`config.mk`:
```
export PLATFORM = sky130hd
export DESIGN_NAME = tug_of_war_field
export DESIGN_NICKNAME = d
export VERILOG_FILES = /design/src/rtl/tug_of_war_field.sv
export SDC_FILE = /design/constraint.sdc
export NUM_CORES = 1
export LEC_CHECK = 0
export BUFFER_PORTS_ARGS = -buffer_cell sky130_fd_sc_hd__buf_2
export CAP_MARGIN = 5
export CORE_ASPECT_RATIO = 1.5
export CORE_UTILIZATION = 40
export DETAILED_ROUTE_END_ITERATION = 12
export GPL_ROUTABILITY_DRIVEN = 0
export SETUP_SLACK_MARGIN = 0.4
export SKIP_CTS_REPAIR_TIMING = 1
export SLEW_MARGIN = 20
export SYNTH_ARGS = -nofsm -noshare
export SYNTH_HDL_FRONTEND = slang
export SYNTH_SLANG_ARGS = --single-unit
```
`constraint.sdc`:
```
create_clock -name clk -period 4 [get_ports clk]
set_input_delay 0.2 -clock clk [delete_from_list [all_inputs] [get_ports clk]]
set_output_delay 0.2 -clock clk [all_outputs]
set_load 0.02 [all_outputs]
```
`src/rtl/tug_of_war_field.sv`:
```
// Tug-of-war playfield: one position register drives an N-light one-hot
// display. It adds key edge detection, round wins with per-side saturating
// scores, a timed win display and a game-over state.
// Optional macro CPU_OPPONENT_EN: an internal LFSR opponent replaces the R key.
module tug_of_war_field #(
  parameter int NUM_LIGHTS  = 9,
  parameter int SCORE_W     = 3,
  parameter int WIN_SCORE   = 7,
  parameter int HOLD_CYCLES = 4
`ifdef CPU_OPPONENT_EN
  , parameter logic [9:0] CPU_THRESHOLD = 10'd200
`endif
) (
  input  logic                  clk,
  input  logic                  reset,
  input  logic                  L,
  input  logic                  R,
  input  logic                  resetround,
  output logic [NUM_LIGHTS-1:0] lights,
  output logic [SCORE_W-1:0]    left_score,
  output logic [SCORE_W-1:0]    right_score,
  output logic [1:0]            winner,
  output logic                  round_done
);

  // state    | meaning
  // PLAY     | light moves on key presses
  // HOLD     | winner's end light shown for HOLD_CYCLES clocks
  // GAMEOVER | winner's half lit until reset
  typedef enum logic [1:0] {PLAY, HOLD, GAMEOVER} state_t;

  localparam int POS_W  = $clog2(NUM_LIGHTS);
  localparam int CNT_W  = $clog2(HOLD_CYCLES + 1);
  localparam int CENTER_I = (NUM_LIGHTS - 1) / 2;
  localparam logic [POS_W-1:0]   CENTER    = POS_W'(CENTER_I);
  localparam logic [POS_W-1:0]   LAST      = POS_W'(NUM_LIGHTS - 1);
  localparam logic [SCORE_W-1:0] SCORE_MAX = '1;
  localparam logic [SCORE_W-1:0] WIN_VAL   = SCORE_W'(WIN_SCORE);
  localparam logic [CNT_W-1:0]   HOLD_LOAD = CNT_W'(HOLD_CYCLES - 1);

  state_t             state, state_nxt;
  logic [POS_W-1:0]   pos, pos_nxt;
  logic [SCORE_W-1:0] lscore_nxt, rscore_nxt;
  logic [CNT_W-1:0]   cnt, cnt_nxt;
  logic               left_won, left_won_nxt;
  logic               done_nxt;
  logic               l_q, r_q;
  logic               r_src;
  logic               p_l, p_r;

`ifdef CPU_OPPONENT_EN
  logic [9:0] lfsr;
  logic       unused_r;
  assign unused_r = R;

  // Fibonacci LFSR, taps 10 and 7, free-running
  always_ff @(posedge clk or posedge reset) begin
    if (reset) lfsr <= 10'h001;
    else       lfsr <= {lfsr[8:0], lfsr[9] ^ lfsr[6]};
  end

  assign r_src = (lfsr < CPU_THRESHOLD);
`else
  assign r_src = R;
`endif

  assign p_l = L & ~l_q;
  assign p_r = r_src & ~r_q;

  // Key history updates in every state so a key held across HOLD never re-fires
  always_ff @(posedge clk or posedge reset) begin
    if (reset) begin
      l_q <= 1'b0;
      r_q <= 1'b0;
    end else begin
      l_q <= L;
      r_q <= r_src;
    end
  end

  // State and datapath registers
  always_ff @(posedge clk or posedge reset) begin
    if (reset) begin
      state       <= PLAY;
      pos         <= CENTER;
      left_score  <= '0;
      right_score <= '0;
      cnt         <= '0;
      left_won    <= 1'b0;
      round_done  <= 1'b0;
    end else begin
      state       <= state_nxt;
      pos         <= pos_nxt;
      left_score  <= lscore_nxt;
      right_score <= rscore_nxt;
      cnt         <= cnt_nxt;
      left_won    <= left_won_nxt;
      round_done  <= done_nxt;
    end
  end

  // Next-state logic: movement, round wins, hold timing
  always_comb begin
    state_nxt    = state;
    pos_nxt      = pos;
    lscore_nxt   = left_score;
    rscore_nxt   = right_score;
    cnt_nxt      = cnt;
    left_won_nxt = left_won;
    done_nxt     = 1'b0;
    unique case (state)
      PLAY: begin
        if (resetround) begin
          pos_nxt = CENTER;
        end else if (p_l && !p_r) begin
          if (pos == LAST) begin
            lscore_nxt   = (left_score == SCORE_MAX) ? left_score : left_score + SCORE_W'(1);
            left_won_nxt = 1'b1;
            done_nxt     = 1'b1;
            cnt_nxt      = HOLD_LOAD;
            state_nxt    = HOLD;
          end else begin
            pos_nxt = pos + POS_W'(1);
          end
        end else if (p_r && !p_l) begin
          if (pos == '0) begin
            rscore_nxt   = (right_score == SCORE_MAX) ? right_score : right_score + SCORE_W'(1);
            left_won_nxt = 1'b0;
            done_nxt     = 1'b1;
            cnt_nxt      = HOLD_LOAD;
            state_nxt    = HOLD;
          end else begin
            pos_nxt = pos - POS_W'(1);
          end
        end
      end
      HOLD: begin
        if (cnt == '0) begin
          if ((left_won ? left_score : right_score) >= WIN_VAL) begin
            state_nxt = GAMEOVER;
          end else begin
            state_nxt = PLAY;
            pos_nxt   = CENTER;
          end
        end else begin
          cnt_nxt = cnt - CNT_W'(1);
        end
      end
      GAMEOVER: state_nxt = GAMEOVER;
      default:  state_nxt = PLAY;
    endcase
  end

  // Display decode and winner encoding
  always_comb begin
    lights = '0;
    winner = 2'b00;
    unique case (state)
      PLAY: lights[pos] = 1'b1;
      HOLD: begin
        if (left_won) lights[NUM_LIGHTS-1] = 1'b1;
        else          lights[0] = 1'b1;
      end
      GAMEOVER: begin
        for (int i = 0; i < NUM_LIGHTS; i++) begin
          if (left_won ? (i > CENTER_I) : (i < CENTER_I)) lights[i] = 1'b1;
        end
        winner = left_won ? 2'b10 : 2'b01;
      end
      default: lights = '0;
    endcase
  end

endmodule

```
==> results of run 1 <==
## Yosys cell counts (3+ instances only)
master / instances / area share
dfrtp_1: 18 / 0.34
inv_1: 18 / 0.051
nand2_1: 15 / 0.042
ha_1: 14 / 0.13
a21oi_1: 11 / 0.041
o21ai_0: 10 / 0.038
nor2_1: 8 / 0.023
nor3_1: 6 / 0.023
nand2b_1: 4 / 0.019
a21o_1: 3 / 0.017
clkbuf_1: 3 / 0.0085
xor2_1: 3 / 0.020
## power groups by stage
| stage | Combinational [mW] | Clock (mW) | Sequential, mW |
|---|---|---|---|
| finish | 0.510 | 0.137 | 0.332 |
| global route | 0.581 | 0.150 | 0.343 |
| CTS | 0.513 | 0.143 | 0.331 |
| detailed placement | 0.512 | 0 | 0.335 |
| global placement | 0.501 | 0 | 0.331 |
| floorplan | 0.390 | 0 | 0.321 |
## through the flow
stage	cell area [um2]	setup slack (ns)	hold WS (ns)	power, mW	instances
6_report	1510	1.53	0.0521	0.979	208
2_1_floorplan	1330	1.83	0.150	0.711	146
3_5_place_dp	1470	1.74	0.328	0.847	204
3_3_place_gp	1470	1.75	0.325	0.832	204
5_1_grt	1510	1.37	0.0515	1.07	208
4_1_cts	1510	1.56	0.0510	0.986	208
## area by class of cell
| type | instances | area (um2) | area share |
|---|---|---|---|
| multi-input combinational | 105 | 761 | 0.503 |
| sequential | 19 | 477 | 0.315 |
| timing repair buffer | 22 | 110 | 0.0728 |
| inverter | 18 | 67.6 | 0.0447 |
| tap | 40 | 50.0 | 0.0331 |
| clock buffer | 3 | 41.3 | 0.0273 |
| clock inverter | 1 | 5.00 | 0.00331 |
## worst paths after layout
path	startpoint	endpoint
max	state[0]$_DFFE_PP0P_	lights[0]
min	reset	left_score[2]$_DFFE_PP0P_
max reg2reg	state[0]$_DFFE_PP0P_	left_score[1]$_DFFE_PP0P_
min reg2reg	left_score[0]$_DFFE_PP0P_	left_score[0]$_DFFE_PP0P_
max in group asynchronous	reset	cnt[2]$_DFFE_PP0P_
min in group clk	L	l_q$_DFF_PP0_
## worst max-delay path, delay by kind of cell (launching register included)
family,cells,cell delay [ns]
AOI/OAI and AO/OA,1,0.06
buffers and inverters,3,0.44
and+or+nand+nor,3,0.68
DFF,1,0.42
adders and majority gates,1,0.39
## kinds of logic after synthesis
kind of cell | Yosys count | share of synthesized area
and+or+nand+nor | 45 | 0.180
AOI/OAI and AO/OA | 35 | 0.172
buffers and inverters | 22 | 0.0679
DFF | 19 | 0.359
adders and majority gates | 15 | 0.147
xor gates and xnor gates | 5 | 0.0330
muxes | 5 | 0.0415
## sequential cells by signal, summed over array words and instances (netlist names), 2 cells and up
register	cells
left_score	3
pos	4
state	2
cnt	3
right_score	3
## per-layer routing
metal | vias to the layer above | track usage | part of all wire
li1 | 546 | - | -
met1 | 558 | 0.217 | 0.42
met2 | 15 | 0.336 | 0.54
met3 | 8 | 0.0210 | 0.017
met4 | 0 | 0.0882 | 0.020
met5 | - | 0 | 0
==> results.cfg, run 1 <==
[critical_path]
cp_common_cell = inv_1
critPathMaxStageDelay_ns = 0.43
start_kind = flip-flop
cp_max_fo = 10
crit_required_ns = 3.80
reg2reg_slack_ns = 1.70
cp-end-kind = output pin
rr_worst_depth = 6
arrival_ns = 2.27
cp_cell_sequence = inv_1 -> ha_1 -> inv_1 -> or3_1 -> nor3_1 -> a21oi_1 -> nor2_1 -> buf_2
critPathSlowestCell = or3_1
critical_path_class = flip-flop to output pin

[die]
core_area_mm2 = 0.00316
start_util = 0.420
io_pins = 23
die_x_um = 49.0
die_height_um = 72.6
die_area_mm2 = 0.00356
rows = 25

[power]
p_comb_frac = 0.521
p_per_area_mw_per_mm2 = 648
ir_worst_vdd_mv = 0.413
power_frac_seq = 0.339
p_leak_nw = 0.795
internal_power_mw = 0.519
p_clk_frac = 0.140
switching_share = 0.470
p_switching_mw = 0.460

[grt]
grt_pass1_wl_um = 5040
grt_overflow = 0
grt_use_total = 0.186
grt_max_degree = 20
antenna_found_initial = 0
grt_pass1_vias = 1117

[yosys]
yosysUniqueCellTypes = 37
synth_fp_nets = 166
async_reset_ff_frac = 1.00
yosysSeqAreaShare = 0.359
syn_avg_cell_area_um2 = 9.09
synth_edf_count = 0
ys_ff_latch = 19
synth_area_mm2 = 0.00133
synth-warning-count = 0
ys.flop_type = dfrtp_1
synth_cells = 146

[detailed_routing]
dr.pass1.iters = 4
drtIter0Drc = 24
wl_um = 2970
drc = 0
wl_per_cell_um = 14.3
detail-route-antenna-nets = 0
vias_per_cell = 5.42
vias = 1127

[outcome]
status = completed

[cells_and_area]
drive_above_1_share = 0.208
insertedDiodeCount = 0
nets = 189
layout_commonest_cell = buf_2
utilization = 0.478
final_cell_mix = buf_2 (22), inv_1 (18), dfrtp_1 (18)
n_fill_cell = 310
syn_to_final_growth_pct = 13.9

[timing]
min_period_ns = 2.47
period_share = 0.618
tns_ns = 0
hold_violations = 0
tightestPinTransition_ns = 0.739
relSlewSlack = 0.507
max_freq_mhz = 404
drv_slew = 0
rsz0062_at_grt = no
skew_ns = 0.00445
setup_violations = 0

[clock_tree]
cts.sinks = 19
clockBufferDepth = 2
htreeDepth = 1
numCtsBuffers = 3
clock_latency_ns = 0.26
cts-root-buf = clkbuf_8
clk_pin_slew_worst_paths_ns = 0.07
cts_tree = built

[placement]
place_hpwl_um = 2250
io_buffers = 22

[hold_path]
hold_class = input pin to async pin

[job]
drv_cap = 0
Note: power is estimated with default switching activity, not from simulation.
==> run 2, diff against run 1 <==
Clock period 4 ns to 2 ns, I/O delays scaled along.
==> results.cfg, run 2 (synthesis gave the netlist of run 1 again) <==
[grt]
grt_max_degree = 20
grt_overflow = 0
grt_use_total = 0.183
grt_pass1_wl_um = 4970
antenna_found_initial = 0
grt_pass1_vias = 1139

[placement]
post_dp_cell_area_mm2 = 0.00166
io_buffers = 22
place_hpwl_um = 2460
dpl.cell_count = 219

[cells_and_area]
n_fill_cell = 251
largest_register = pos
final_cell_mix = buf_4 (24), dfrtp_1 (18), nand2_1 (15)
final_cell_area_mm2 = 0.00199
multi_input_area_um2 = 995
insertedDiodeCount = 0
fin_cells = 233
final-seq-area_um2 = 477
syn_to_final_growth_pct = 49.8
largest_register_ffs = 4
layout_commonest_cell = buf_4
drive_above_1_share = 0.482
nets = 214

[die]
io_pins = 23
die_height_um = 72.6
core_area_mm2 = 0.00316
rows = 25
die_area_mm2 = 0.00356
start_util = 0.420
die_x_um = 49.0

[outcome]
status = finished, violations left
violations = hold timing, setup timing

[detailed_routing]
dr.pass1.iters = 4
detail-route-antenna-nets = 0
wl_per_cell_um = 14.9
drtIter0Drc = 14
vias = 1228
wl_um = 3480
drc = 0
vias_per_cell = 5.27

[power]
p_per_area_mw_per_mm2 = 1350
internal_power_mw = 1.48
p_comb_frac = 0.672
p_switching_mw = 1.21
ir_worst_vdd_mv = 0.834
p_leak_nw = 0.991
p_clk_frac = 0.104
switching_share = 0.449
power_frac_seq = 0.224

[timing]
setup_ws_ns = -0.0208
hold_violations = 18
min_period_ns = 2.02
drv_slew = 0
period_share = 1.01
setup_violations = 3
rsz0062_at_grt = yes
max_freq_mhz = 495
relSlewSlack = 0.463
skew_ns = 0.00146
holdWs_ns = -0.0243
tightestPinTransition_ns = 0.804

[clock_tree]
clockBufferDepth = 2
clk_pin_slew_worst_paths_ns = 0.08
cts-root-buf = clkbuf_8
cts.sinks = 19
htreeDepth = 1
clock_latency_ns = 0.26
numCtsBuffers = 3
cts_tree = built

[job]
drv_cap = 0

[critical_path]
critical_path_class = flip-flop to flip-flop
cp-end-kind = flip-flop
arrival_ns = 2.17
start_kind = flip-flop
crit_required_ns = 2.15
cp_max_fo = 3

[hold_path]
hold_class = input pin to async pin
-- run 2: critical path, stage by stage (launching register included) --
cell and delay (ns):
dfrtp_1 0.38, or4_4 0.53, or4_4 0.54, nor2_4 0.15, mux2_4 0.31
-- run 2: worst paths after layout --
check	start	to	slack, ns	depth (start not counted)
setup / recovery	pos[0]$_DFFE_PP0P_	left_score[2]$_DFFE_PP0P_	-0.02	4
hold / removal	reset	right_score[1]$_DFFE_PP0P_	-0.02	2
setup reg to reg	pos[0]$_DFFE_PP0P_	left_score[2]$_DFFE_PP0P_	-0.02	4
hold reg to reg	left_score[0]$_DFFE_PP0P_	left_score[0]$_DFFE_PP0P_	0.52	1
max in group asynchronous	reset	left_score[2]$_DFFE_PP0P_	1.52	2
min in group clk	resetround	round_done$_DFF_PP0_	0.14	2
-- run 2: cell type report --
type                            instances  area share
Sequential cell                        19       0.240
Tap cell                               40      0.0252
Inverter                               18      0.0340
Clock buffer                            3      0.0208
Timing Repair Buffer                   47       0.177
Multi-Input combinational cell        105       0.500
Clock inverter                          1     0.00252
-- run 2: stage by stage --
step | util | total power, mW | worst slack [ns] | setup TNS (ns)
after floorplan | - | 1.52 | -0.0449 | -0.105
after detailed placement | 0.525 | 1.94 | -0.0291 | -0.0774
final | 0.629 | 2.68 | -0.0208 | -0.0401
after CTS | 0.540 | 2.22 | -0.146 | -0.276
after global placement | 0.525 | 1.89 | -0.00506 | -0.00979
after global routing | 0.629 | 2.87 | -0.0771 | -0.290
-- run 2: layer usage --
metal / part of all wire / vias up / GRT usage
met5: 0 / - / 0
li1: - / 598 / -
met2: 0.59 / 15 / 0.366
met1: 0.38 / 609 / 0.186
met3: 0.015 / 6 / 0.0273
met4: 0.012 / 0 / 0.0686
-- run 2: power groups by stage --
stage | combinational (mW) | clock (mW) | sequential [mW]
6_report | 1.80 | 0.278 | 0.601
5_1_grt | 1.96 | 0.301 | 0.611
4_1_cts | 1.34 | 0.288 | 0.593
3_5_place_dp | 1.34 | 0 | 0.599
3_3_place_gp | 1.29 | 0 | 0.595
2_1_floorplan | 0.871 | 0 | 0.646
==> run 3, diff against run 2 <==
Settings changed: CELL_PAD_IN_SITES_DETAIL_PLACEMENT set to 0, CELL_PAD_IN_SITES_GLOBAL_PLACEMENT set to 1, CORE_UTILIZATION 40 to 38, CTS_CLUSTER_SIZE set to 20, PLACE_DENSITY_LB_ADDON set to 0.1.
==> results.cfg, run 3 (synthesis gave the netlist of run 1 again) <==
[cells_and_area]
n_fill_cell = 299
layout_commonest_cell = dfrtp_1
largest_register = pos
drive_above_1_share = 0.474
final_cell_mix = dfrtp_1 (18), buf_4 (16), buf_2 (15)
largest_register_ffs = 4
fin_cells = 230
utilization = 0.603
syn_to_final_growth_pct = 47.8
insertedDiodeCount = 0
nets = 211

[placement]
place_ws_ns = -0.0245
place_hpwl_um = 2490
io_buffers = 22
dpl.cell_count = 218

[critical_path]
rr_endpoint = left_score[2]$_DFFE_PP0P_
reg2reg_slack_ns = -0.01
cp_cell_sequence = or4_4 -> or4_4 -> nor2_4 -> mux2_4
critPathMaxStageDelay_ns = 0.54
critPathSlowestCell = or4_4
rr_startpoint = pos[0]$_DFFE_PP0P_
rr_worst_depth = 4
critical_path_class = flip-flop to flip-flop
cp_max_fo = 3
cp-end-kind = flip-flop
arrival_ns = 2.16
start_kind = flip-flop
cp_common_cell = or4_4
crit_required_ns = 2.15

[power]
p_switching_mw = 1.15
p_per_area_mw_per_mm2 = 1310
ir_worst_vdd_mv = 0.837
total_power_mw = 2.57
p_clk_frac = 0.105
power_frac_seq = 0.232
switching_share = 0.448
p_leak_nw = 0.978
internal_power_mw = 1.42
p_comb_frac = 0.663

[detailed_routing]
wl_um = 3420
dr.pass1.iters = 4
detail-route-antenna-nets = 0
drtIter0Drc = 18
wl_per_cell_um = 14.9
vias = 1191
vias_per_cell = 5.18
drc = 0

[hold_path]
hold_class = input pin to async pin

[clock_tree]
cts-root-buf = clkbuf_8
clockBufferDepth = 2
numCtsBuffers = 3
htreeDepth = 1
cts_tree = built
clock_latency_ns = 0.26
cts.sinks = 19
clk_pin_slew_worst_paths_ns = 0.07

[grt]
grt_pass1_wl_um = 5210
grt_max_degree = 20
grt_overflow = 0
grt_use_total = 0.187
grt_pass1_vias = 1195
antenna_found_initial = 0

[die]
die_height_um = 74.4
rows = 25
start_util = 0.408
die_area_mm2 = 0.00374
core_area_mm2 = 0.00325
io_pins = 23
die_x_um = 50.3

[timing]
rsz0062_at_grt = yes
period_share = 1.01
skew_ns = 0.00138
max_freq_mhz = 496
holdWs_ns = -0.0409
setup_violations = 2
hold_violations = 18
drv_slew = 0
relSlewSlack = 0.504
setup_ws_ns = -0.0144
min_period_ns = 2.01
tightestPinTransition_ns = 0.744

[job]
drv_cap = 0

[outcome]
status = finished, violations left
violations = hold timing, setup timing
==> run 3: changes by cell type in the layout (fill, tap and decap cells not counted), sizes merged <==
cell,delta
buf,-3
==> run 3: metal layers <==
metal	global-route usage	up-vias	part of all wire
met2	0.363	14	0.58
li1	-	595	-
met3	0.0184	4	0.013
met1	0.203	578	0.39
met5	0	-	0
met4	0.0762	0	0.012
==> run 3: how the worst max path moves through the flow <==
stage	from	endpoint	slack [ns]	depth (start not counted)
after detailed placement	pos[0]$_DFFE_PP0P_	left_score[1]$_DFFE_PP0P_	-0.02	4
after global placement	pos[0]$_DFFE_PP0P_	left_score[1]$_DFFE_PP0P_	-0.007	4
after CTS	state[0]$_DFFE_PP0P_	lights[0]	-0.07	9
final	pos[0]$_DFFE_PP0P_	left_score[2]$_DFFE_PP0P_	-0.01	4
after global routing	state[0]$_DFFE_PP0P_	lights[1]	-0.06	8
after floorplan	pos[1]$_DFFE_PP0P_	left_score[1]$_DFFE_PP0P_	-0.04	5
==> run 3: cell type report <==
cell class,count,area [um2],share of cell area
timing repair buffer,44,343,0.175
tap,40,50.0,0.0255
clock buffer,3,41.3,0.0210
inverter,18,67.6,0.0344
multi-input combinational,105,978,0.499
clock inverter,1,5.00,0.00255
sequential,19,477,0.243
==> run 3: through the flow <==
step	cell area, um2	setup TNS, ns
after global routing	1960	-0.387
after floorplan	1420	-0.105
after CTS	1700	-0.273
final	1960	-0.0281
after detailed placement	1650	-0.0464
after global placement	1650	-0.0133
==> run 3: power by group through the flow <==
stage                     logic [mW]  clock network (mW)  registers [mW]
after floorplan                0.871                   0           0.646
after global placement          1.29                   0           0.595
after detailed placement        1.32                   0           0.602
after CTS                       1.33               0.280           0.595
after global routing            1.86               0.297           0.611
final                           1.70               0.271           0.597
==> run 3: critical path: cells and delay by family (launching register included) <==
family	cells	cell delay, ns
flip-flops	1	0.38
multiplexers	1	0.31
AND/OR/NAND/NOR	3	1.22
